<file path="src/rtl/lsu_mem_stage_if.sv">
// Bus bundle between the LSU and its neighbours: MEM-stage request, writeback
// response and data-cache request/completion.
interface lsu_mem_stage_if;
    logic        req_valid;
    logic        req_ready;
    logic        req_op;
    logic [1:0]  req_width;
    logic        req_sext;
    logic [31:0] req_addr;
    logic [31:0] req_wdata;
    logic [4:0]  req_rd;
    logic        flush;
    logic        resp_valid;
    logic [31:0] resp_data;
    logic [4:0]  resp_rd;
    logic        resp_ale;
    logic [31:0] resp_badv;
    logic        dc_valid;
    logic        dc_op;
    logic [31:0] dc_addr;
    logic [3:0]  dc_wstrb;
    logic [31:0] dc_wdata;
    logic        dc_data_valid;
    logic [31:0] dc_rdata;

    modport slave (
        input  req_valid, req_op, req_width, req_sext, req_addr, req_wdata, req_rd,
               flush, dc_data_valid, dc_rdata,
        output req_ready, resp_valid, resp_data, resp_rd, resp_ale, resp_badv,
               dc_valid, dc_op, dc_addr, dc_wstrb, dc_wdata
    );

    modport master (
        output req_valid, req_op, req_width, req_sext, req_addr, req_wdata, req_rd,
               flush, dc_data_valid, dc_rdata,
        input  req_ready, resp_valid, resp_data, resp_rd, resp_ale, resp_badv,
               dc_valid, dc_op, dc_addr, dc_wstrb, dc_wdata
    );
endinterface

</file>
<file path="src/rtl/lsu_mem_stage.sv">
// Load/store unit in front of the data cache: alignment check, byte mask, store
// replication, load extension. Optional counters under LSU_PERF_CNT_EN.
module lsu_mem_stage #(
    parameter int CNT_W = 32
) (
    input  logic             clk,
    input  logic             rst,
    lsu_mem_stage_if.slave   bus,
    output logic [CNT_W-1:0] perf_acc,
    output logic [CNT_W-1:0] perf_stall
);
    typedef enum logic [1:0] {IDLE, WAIT, DRAIN} state_t;

    state_t      state_q, state_d;
    logic        op_q, op_d, sext_q, sext_d;
    logic [1:0]  width_q, width_d;
    logic [31:0] addr_q, addr_d, wdata_q, wdata_d;
    logic [3:0]  wstrb_q, wstrb_d;
    logic [4:0]  rd_q, rd_d;
    logic        resp_valid_q, resp_valid_d, resp_ale_q, resp_ale_d;
    logic [31:0] resp_data_q, resp_data_d, resp_badv_q, resp_badv_d;
    logic [4:0]  resp_rd_q, resp_rd_d;

    logic        misaligned;
    logic [3:0]  strb_new;
    logic [31:0] wdata_new, lane, ld_ext;

    always_comb begin
        misaligned = 1'b0;
        strb_new   = 4'b1111;
        wdata_new  = bus.req_wdata;
        case (bus.req_width)
            2'd0: begin
                strb_new  = 4'b0001 << bus.req_addr[1:0];
                wdata_new = {4{bus.req_wdata[7:0]}};
            end
            2'd1: begin
                misaligned = bus.req_addr[0];
                strb_new   = 4'b0011 << bus.req_addr[1:0];
                wdata_new  = {2{bus.req_wdata[15:0]}};
            end
            default: misaligned = |bus.req_addr[1:0];
        endcase
    end

    // Aligned accesses only, so shifting the lane down to bit 0 covers both byte and half.
    assign lane = bus.dc_rdata >> {addr_q[1:0], 3'b000};

    always_comb begin
        case (width_q)
            2'd0:    ld_ext = {{24{sext_q & lane[7]}}, lane[7:0]};
            2'd1:    ld_ext = {{16{sext_q & lane[15]}}, lane[15:0]};
            default: ld_ext = lane;
        endcase
    end

    always_comb begin
        state_d      = state_q;
        op_d         = op_q;
        sext_d       = sext_q;
        width_d      = width_q;
        addr_d       = addr_q;
        wdata_d      = wdata_q;
        wstrb_d      = wstrb_q;
        rd_d         = rd_q;
        resp_valid_d = 1'b0;
        resp_ale_d   = resp_ale_q;
        resp_data_d  = resp_data_q;
        resp_badv_d  = resp_badv_q;
        resp_rd_d    = resp_rd_q;
        case (state_q)
            IDLE: begin
                if (bus.req_valid && !bus.flush) begin
                    if (misaligned) begin
                        resp_valid_d = 1'b1;
                        resp_ale_d   = 1'b1;
                        resp_badv_d  = bus.req_addr;
                        resp_data_d  = '0;
                        resp_rd_d    = bus.req_rd;
                    end else begin
                        state_d = WAIT;
                        op_d    = bus.req_op;
                        sext_d  = bus.req_sext;
                        width_d = bus.req_width;
                        addr_d  = bus.req_addr;
                        wdata_d = wdata_new;
                        wstrb_d = strb_new;
                        rd_d    = bus.req_rd;
                    end
                end
            end
            WAIT: begin
                if (bus.dc_data_valid) begin
                    state_d = IDLE;
                    if (!bus.flush) begin
                        resp_valid_d = 1'b1;
                        resp_ale_d   = 1'b0;
                        resp_data_d  = op_q ? '0 : ld_ext;
                        resp_rd_d    = rd_q;
                    end
                end else if (bus.flush) begin
                    state_d = DRAIN;
                end
            end
            DRAIN: if (bus.dc_data_valid) state_d = IDLE;
            default: state_d = IDLE;
        endcase
    end

    always_ff @(posedge clk or posedge rst) begin
        if (rst) begin
            state_q      <= IDLE;
            op_q         <= 1'b0;
            sext_q       <= 1'b0;
            width_q      <= '0;
            addr_q       <= '0;
            wdata_q      <= '0;
            wstrb_q      <= '0;
            rd_q         <= '0;
            resp_valid_q <= 1'b0;
            resp_ale_q   <= 1'b0;
            resp_data_q  <= '0;
            resp_badv_q  <= '0;
            resp_rd_q    <= '0;
        end else begin
            state_q      <= state_d;
            op_q         <= op_d;
            sext_q       <= sext_d;
            width_q      <= width_d;
            addr_q       <= addr_d;
            wdata_q      <= wdata_d;
            wstrb_q      <= wstrb_d;
            rd_q         <= rd_d;
            resp_valid_q <= resp_valid_d;
            resp_ale_q   <= resp_ale_d;
            resp_data_q  <= resp_data_d;
            resp_badv_q  <= resp_badv_d;
            resp_rd_q    <= resp_rd_d;
        end
    end

    assign bus.req_ready  = (state_q == IDLE);
    assign bus.dc_valid   = (state_q != IDLE);
    assign bus.dc_op      = op_q;
    assign bus.dc_addr    = addr_q;
    assign bus.dc_wstrb   = wstrb_q;
    assign bus.dc_wdata   = wdata_q;
    // A flush while an alignment fault is being reported kills that report.
    assign bus.resp_valid = resp_valid_q & ~(resp_ale_q & bus.flush);
    assign bus.resp_ale   = resp_ale_q;
    assign bus.resp_data  = resp_data_q;
    assign bus.resp_badv  = resp_badv_q;
    assign bus.resp_rd    = resp_rd_q;

`ifdef LSU_PERF_CNT_EN
    logic [CNT_W-1:0] acc_q, acc_d, stall_q, stall_d;

    always_comb begin
        acc_d   = acc_q + CNT_W'(state_q == IDLE && state_d == WAIT);
        stall_d = stall_q + CNT_W'(state_q != IDLE);
    end

    always_ff @(posedge clk or posedge rst) begin
        if (rst) begin
            acc_q   <= '0;
            stall_q <= '0;
        end else begin
            acc_q   <= acc_d;
            stall_q <= stall_d;
        end
    end

    assign perf_acc   = acc_q;
    assign perf_stall = stall_q;
`else
    assign perf_acc   = '0;
    assign perf_stall = '0;
`endif
endmodule

</file>
<file path="src/flat_wrapper.sv">
// flat-port wrapper written by rule: the top's interface ports become plain ports
module lsu_mem_stage_flat 
#(
    parameter int CNT_W = 32
)
  (clk, rst, perf_acc, perf_stall, bus_req_valid, bus_req_op, bus_req_width, bus_req_sext, bus_req_addr, bus_req_wdata, bus_req_rd, bus_flush, bus_dc_data_valid, bus_dc_rdata, bus_req_ready, bus_resp_valid, bus_resp_data, bus_resp_rd, bus_resp_ale, bus_resp_badv, bus_dc_valid, bus_dc_op, bus_dc_addr, bus_dc_wstrb, bus_dc_wdata);
  lsu_mem_stage_if bus_i ();
  input  logic clk;
  input  logic rst;
  output logic [CNT_W-1:0] perf_acc;
  output logic [CNT_W-1:0] perf_stall;
  input wire logic [$bits(bus_i.req_valid)-1:0] bus_req_valid;
  input wire logic [$bits(bus_i.req_op)-1:0] bus_req_op;
  input wire logic [$bits(bus_i.req_width)-1:0] bus_req_width;
  input wire logic [$bits(bus_i.req_sext)-1:0] bus_req_sext;
  input wire logic [$bits(bus_i.req_addr)-1:0] bus_req_addr;
  input wire logic [$bits(bus_i.req_wdata)-1:0] bus_req_wdata;
  input wire logic [$bits(bus_i.req_rd)-1:0] bus_req_rd;
  input wire logic [$bits(bus_i.flush)-1:0] bus_flush;
  input wire logic [$bits(bus_i.dc_data_valid)-1:0] bus_dc_data_valid;
  input wire logic [$bits(bus_i.dc_rdata)-1:0] bus_dc_rdata;
  output wire logic [$bits(bus_i.req_ready)-1:0] bus_req_ready;
  output wire logic [$bits(bus_i.resp_valid)-1:0] bus_resp_valid;
  output wire logic [$bits(bus_i.resp_data)-1:0] bus_resp_data;
  output wire logic [$bits(bus_i.resp_rd)-1:0] bus_resp_rd;
  output wire logic [$bits(bus_i.resp_ale)-1:0] bus_resp_ale;
  output wire logic [$bits(bus_i.resp_badv)-1:0] bus_resp_badv;
  output wire logic [$bits(bus_i.dc_valid)-1:0] bus_dc_valid;
  output wire logic [$bits(bus_i.dc_op)-1:0] bus_dc_op;
  output wire logic [$bits(bus_i.dc_addr)-1:0] bus_dc_addr;
  output wire logic [$bits(bus_i.dc_wstrb)-1:0] bus_dc_wstrb;
  output wire logic [$bits(bus_i.dc_wdata)-1:0] bus_dc_wdata;
  assign bus_i.req_valid = bus_req_valid;
  assign bus_i.req_op = bus_req_op;
  assign bus_i.req_width = bus_req_width;
  assign bus_i.req_sext = bus_req_sext;
  assign bus_i.req_addr = bus_req_addr;
  assign bus_i.req_wdata = bus_req_wdata;
  assign bus_i.req_rd = bus_req_rd;
  assign bus_i.flush = bus_flush;
  assign bus_i.dc_data_valid = bus_dc_data_valid;
  assign bus_i.dc_rdata = bus_dc_rdata;
  assign bus_req_ready = bus_i.req_ready;
  assign bus_resp_valid = bus_i.resp_valid;
  assign bus_resp_data = bus_i.resp_data;
  assign bus_resp_rd = bus_i.resp_rd;
  assign bus_resp_ale = bus_i.resp_ale;
  assign bus_resp_badv = bus_i.resp_badv;
  assign bus_dc_valid = bus_i.dc_valid;
  assign bus_dc_op = bus_i.dc_op;
  assign bus_dc_addr = bus_i.dc_addr;
  assign bus_dc_wstrb = bus_i.dc_wstrb;
  assign bus_dc_wdata = bus_i.dc_wdata;
  lsu_mem_stage #(.CNT_W(CNT_W)) u_core (.clk(clk), .rst(rst), .bus(bus_i), .perf_acc(perf_acc), .perf_stall(perf_stall));
endmodule
</file>
<file path="config.mk">
export PLATFORM = sky130hd
export DESIGN_NAME = lsu_mem_stage_flat
export DESIGN_NICKNAME = d
export VERILOG_FILES = /design/src/rtl/lsu_mem_stage_if.sv /design/src/rtl/lsu_mem_stage.sv /design/src/flat_wrapper.sv
export SDC_FILE = /design/constraint.sdc
export NUM_CORES = 1
export LEC_CHECK = 0
export BUFFER_PORTS_ARGS = -buffer_cell sky130_fd_sc_hd__buf_2
export CORE_MARGIN = 5
export CORE_UTILIZATION = 43
export CTS_CLUSTER_SIZE = 30
export DETAILED_ROUTE_END_ITERATION = 10
export GPL_TIMING_DRIVEN = 0
export HOLD_SLACK_MARGIN = 0.1
export PLACE_DENSITY_LB_ADDON = 0.2
export SYNTH_ARGS = -nofsm -noshare
export SYNTH_HDL_FRONTEND = slang
export SYNTH_SLANG_ARGS = --single-unit
</file>
<file path="constraint.sdc">
create_clock -name clk -period 5.4 [get_ports clk]
set_clock_uncertainty 0.05 [all_clocks]
set_input_delay 1.08 -clock clk [delete_from_list [all_inputs] [get_ports clk]]
set_output_delay 1.08 -clock clk [all_outputs]
set_load 0.02 [all_outputs]
</file>
== Word level (Yosys, flattened, before mapping) ==
Index checks and enable logic that the tools add are counted.
W data, S select, Z words.
Operators by class
  muxes and demuxes: 31
  bitwise logic cells: 6
  shifts and indexed selects: 3
  equal/unequal tests: 11
  reductions and logical operators: 12
Operators with widths (number)
  $pmux W32 S2: 3
  $mux W32: 5
  $shr A32 B5 Y32: 1
  $mux W5: 4
  $mux W2: 5
  $pmux W5 S2: 1
  $mux W1: 8
  $ne A2 B2 Y1 const B: 4
  $pmux W4 S2: 1
  $eq A2 B1 Y1 const B: 3
  $logic_not A2 Y1: 3
  $pmux W1 S2: 3
  $pmux W2 S3: 1
  $reduce_and A3 Y1: 2
  $reduce_and A5 Y1: 1
  $and A1 B1 Y1: 4
  $ne A2 B1 Y1 const B: 2
  $reduce_and A4 Y1: 1
  $reduce_bool A2 Y1: 2
  $shl A1 B2 Y4 const A: 1
  $shl A2 B2 Y4 const A: 1
  $ne A3 B3 Y1 const B: 1
  $eq A2 B2 Y1 const B: 1
  $not A1 Y1: 2
  other kinds (3): 3
Word-level totals
  logic and storage cells: 76
  output and inout port bits: 206
  input bits: 110
  register bits: 150

== Depth between registers and ports, before layout ==
  word-level depth: 7
  gate-level depth with buffers: 7
  mapped depth without buffers: 5

== Worst setup path after synthesis ==
OpenSTA, ideal clock, no wires.
  path kind: input to output
  start point: input bus_flush
  end point: output bus_resp_valid
  arrival time: 1.752 ns
  slack: 2.518 ns
  cell stages on the path: 2
  cell sequence: clkbuf_1 a21boi_0
On the way
  word-level cells in the longest chain between the ends: 3
Ends and longest elaborated chain
  start: declaration: line flat_wrapper.sv:19  | input wire logic [$bits(bus_i.flush)-1:0] bus_flush;
  $and A1 B1 Y1: line lsu_mem_stage.sv:149  | assign bus.resp_valid = resp_valid_q & ~(resp_ale_q & bus.flush);
  $not A1 Y1: line lsu_mem_stage.sv:149
  $and A1 B1 Y1: line lsu_mem_stage.sv:149
  end: declaration: line flat_wrapper.sv:23  | output wire logic [$bits(bus_i.resp_valid)-1:0] bus_resp_valid;
Every way passes these cells.

== Final worst setup path ==
Ends and elaborated chain as after synthesis.

==> key figures <==
Clock network
  – Postcts setup bufs: 0
  – Clock Latency Late Sink: 410 ps
  – Root buffer cell: clkbuf_16
  – CTS Sinks: 150
  – CTS HTree Levels: 4
  – CTS tree: yes
  – CTS resizes: 0
  – Num CTS Buffers: 17
  – Hold Buf Count CTS: 0
  – Clock Path Buffers: 2
  – Clock transition at path regs: 60 ps

Power
  – Peak VDD IR: 0.248 mV
  – Seq pwr share: 0.373
  – P_leak: 4.97 nW
  – Sw Share: 0.352
  – Total power divided by cell area: 428 nW/um^2
  – Psw: 1.45 mW
  – Logic pwr share: 0.318
  – Int Pwr: 2.66 mW
  – Clock network fraction of design power: 0.308

Route
  – Vias per cell: 4.73
  – Initial DRC Count: 318
  – DRT Wirelength: 20.1 mm
  – DR pass1 iterations: 5
  – Routed len/inst: 17.1 um
  – # DRC: 0
  – DR vias: 5572
  – Final ANT Viol Nets: 0

Finish
  – Most frequent cells in the layout: 268 x buf_2, 150 x dfrtp_1, 87 x mux2_1
  – Fill count: 1534
  – Most common cell after layout, fill and taps aside: buf_2
  – Fin area: 9600 sq um
  – Synthesis-to-layout area growth: 33.8%
  – Final Non-Filler Cells: 1178
  – Nets: 1055
  – Post-layout util: 0.583
  – Number of diodes: 0
  – Layout cells sized above 1: 0.402

GRT
  – Initial antenna violation count: 1
  – Largest net degree at the start of global routing: 83
  – Grt total ovfl: 0
  – Global-route wire length before repair: 31.9 mm
  – Number of global-route vias before repair: 5697
  – Total GRT Usage: 0.207

Place
  – Dpl cells: 1146
  – RD Place Congestion: 0.827
  – DP HPWL: 15.4 mm
  – Placed Area: 8970 sq um
  – IO Port Bufs: 250

Critical path
  – Worst setup SP type: input pin
  – R2R Setup Slk: 3050 ps
  – Critical path required time: 4270 ps
  – Worst EP arrival: 1720 ps
  – Setup crit end kind: primary output
  – Kind of critical path: in2out
  – Worst R2R Path Depth: 5
  – CP max FO: 8

STA
  – Final Max Tran Viols: 0
  – Worst slew margin: 0.331
  – Worst-margin pin slew: 1000 ps
  – Final Hold Vio Count: 0
  – Final Cycle Share: 0.527
  – Unrepaired setup endpoints after global routing: false
  – Fmax achieved: 351 MHz
  – Final Setup Violations: 0
  – Post-route minimum period: 2850 ps

Outcome
  – Status: finished clean

Die
  – Ports: 316
  – Die W: 139 um
  – Starting Density: 0.436
  – Chip Height: 139 um
  – Core box area: 16500 sq um
  – Die ar.: 19400 sq um
  – Row count: 47

Min path
  – Hold path cells: 1
  – Tightest Hold Check Type: reg2reg

Synthesis
  – Post-synthesis sequential area ratio: 0.523
  – Mapped Area: 7180 sq um
  – Synth warn: 0
  – Number of flops mapped to enable cells by yosys: 0
  – Leading area contributor after synthesis: dfrtp_1
  – Library cells used by synthesis: 42
  – Syn avg cell area: 11.7 sq um
  – Asr flop ratio synth: 1.00
  – Area share of the largest cell type after synthesis: 0.523
  – Synth area leaders: dfrtp_1 52%, mux2_1 14%, buf_4 7.0%, mux2i_1 5.7%, nand2_1 3.6%
  – Cell count after synthesis: 612
  – Primary FF master, synth: dfrtp_1
  – #FFs+latches synth: 150

Job
  – Max-cap viol count: 0
## power groups by stage
stage | registers (mW) | logic, mW | clock network (mW)
after floorplan | 1.86 | 0.518 | 0
after global placement | 1.54 | 1.30 | 0
after detailed placement | 1.55 | 1.32 | 0
after CTS | 1.53 | 1.32 | 1.29
after global routing | 1.57 | 1.42 | 1.34
final | 1.53 | 1.31 | 1.27
## per-stage QoR
stage	hold slack (ps)	setup WS [ps]	power [mW]	TNS [ps]
detailed placement	410	2490	2.87	0
floorplan	414	234	2.38	0
CTS	423	2560	4.15	0
finish	423	2550	4.11	0
global route	446	2520	4.33	0
global placement	408	-1680	2.85	-250870
## layout make-up
class,count,area [sq um],area share
Clock buffer,18,429,0.0447
Inverter,5,23.8,0.00248
Buffer,103,668,0.0696
Sequential cell,150,3750,0.391
Timing Repair Buffer,251,1280,0.133
Clock inverter,14,199,0.0207
Tap cell,220,275,0.0287
Multi-Input combinational cell,417,2970,0.310
## metal layers
metal  up-vias  routed length, um  track usage
met3        23               1910       0.0759
met2       226               9810        0.338
met1      2621               8130        0.260
met5         -                 13            0
li1       2700                  -            -
met4         2                278       0.0592
## registers in the layout, summed over array words and instances (netlist names), 2 cells and up
register	flops
u_core.bus.dc_addr	32
u_core.width_q	2
u_core.bus.resp_data	32
u_core.bus.dc_wstrb	4
u_core.state_q	2
u_core.rd_q	5
u_core.bus.resp_badv	32
u_core.bus.dc_wdata	32
u_core.bus.resp_rd	5
## cell usage after synthesis, types with 12 or more instances
cell       count
dfrtp_1      150
nor2_1        21
clkbuf_1      13
buf_4         67
mux2_1        87
mux2i_1       41
nand2_1       68
o21ai_1       31
o2bb2ai_1     24
a21oi_1       12
o21ai_0       13
buf_2         18
## worst paths after layout
check                                        from                       to
max                                     bus_flush           bus_resp_valid
min                        u_core.bus.dc_wstrb[2]   u_core.bus.dc_wstrb[2]
max reg2reg                 u_core.bus.dc_addr[1]  u_core.bus.resp_data[9]
min reg2reg                u_core.bus.dc_wstrb[2]   u_core.bus.dc_wstrb[2]
max in group asynchronous                     rst    u_core.bus.dc_addr[1]
min in group asynchronous                     rst   u_core.bus.dc_addr[24]
## critical path, cell delays in order
cell,delay [ps]
clkbuf_1,310
a21boi_0,140
buf_2,190
## cell families (layout without fill, tap and decap cells)
| group | Yosys count | count (layout) | synth area share |
|---|---|---|---|
| other | 1 | 64 | 0.000522 |
| DFF | 150 | 150 | 0.523 |
| and+or+nand+nor | 105 | 105 | 0.0650 |
| buffers and inverters | 108 | 391 | 0.0957 |
| muxes | 136 | 136 | 0.208 |
| AOI/OAI and AO/OA | 112 | 112 | 0.108 |
(Power assumes the default switching activity.)
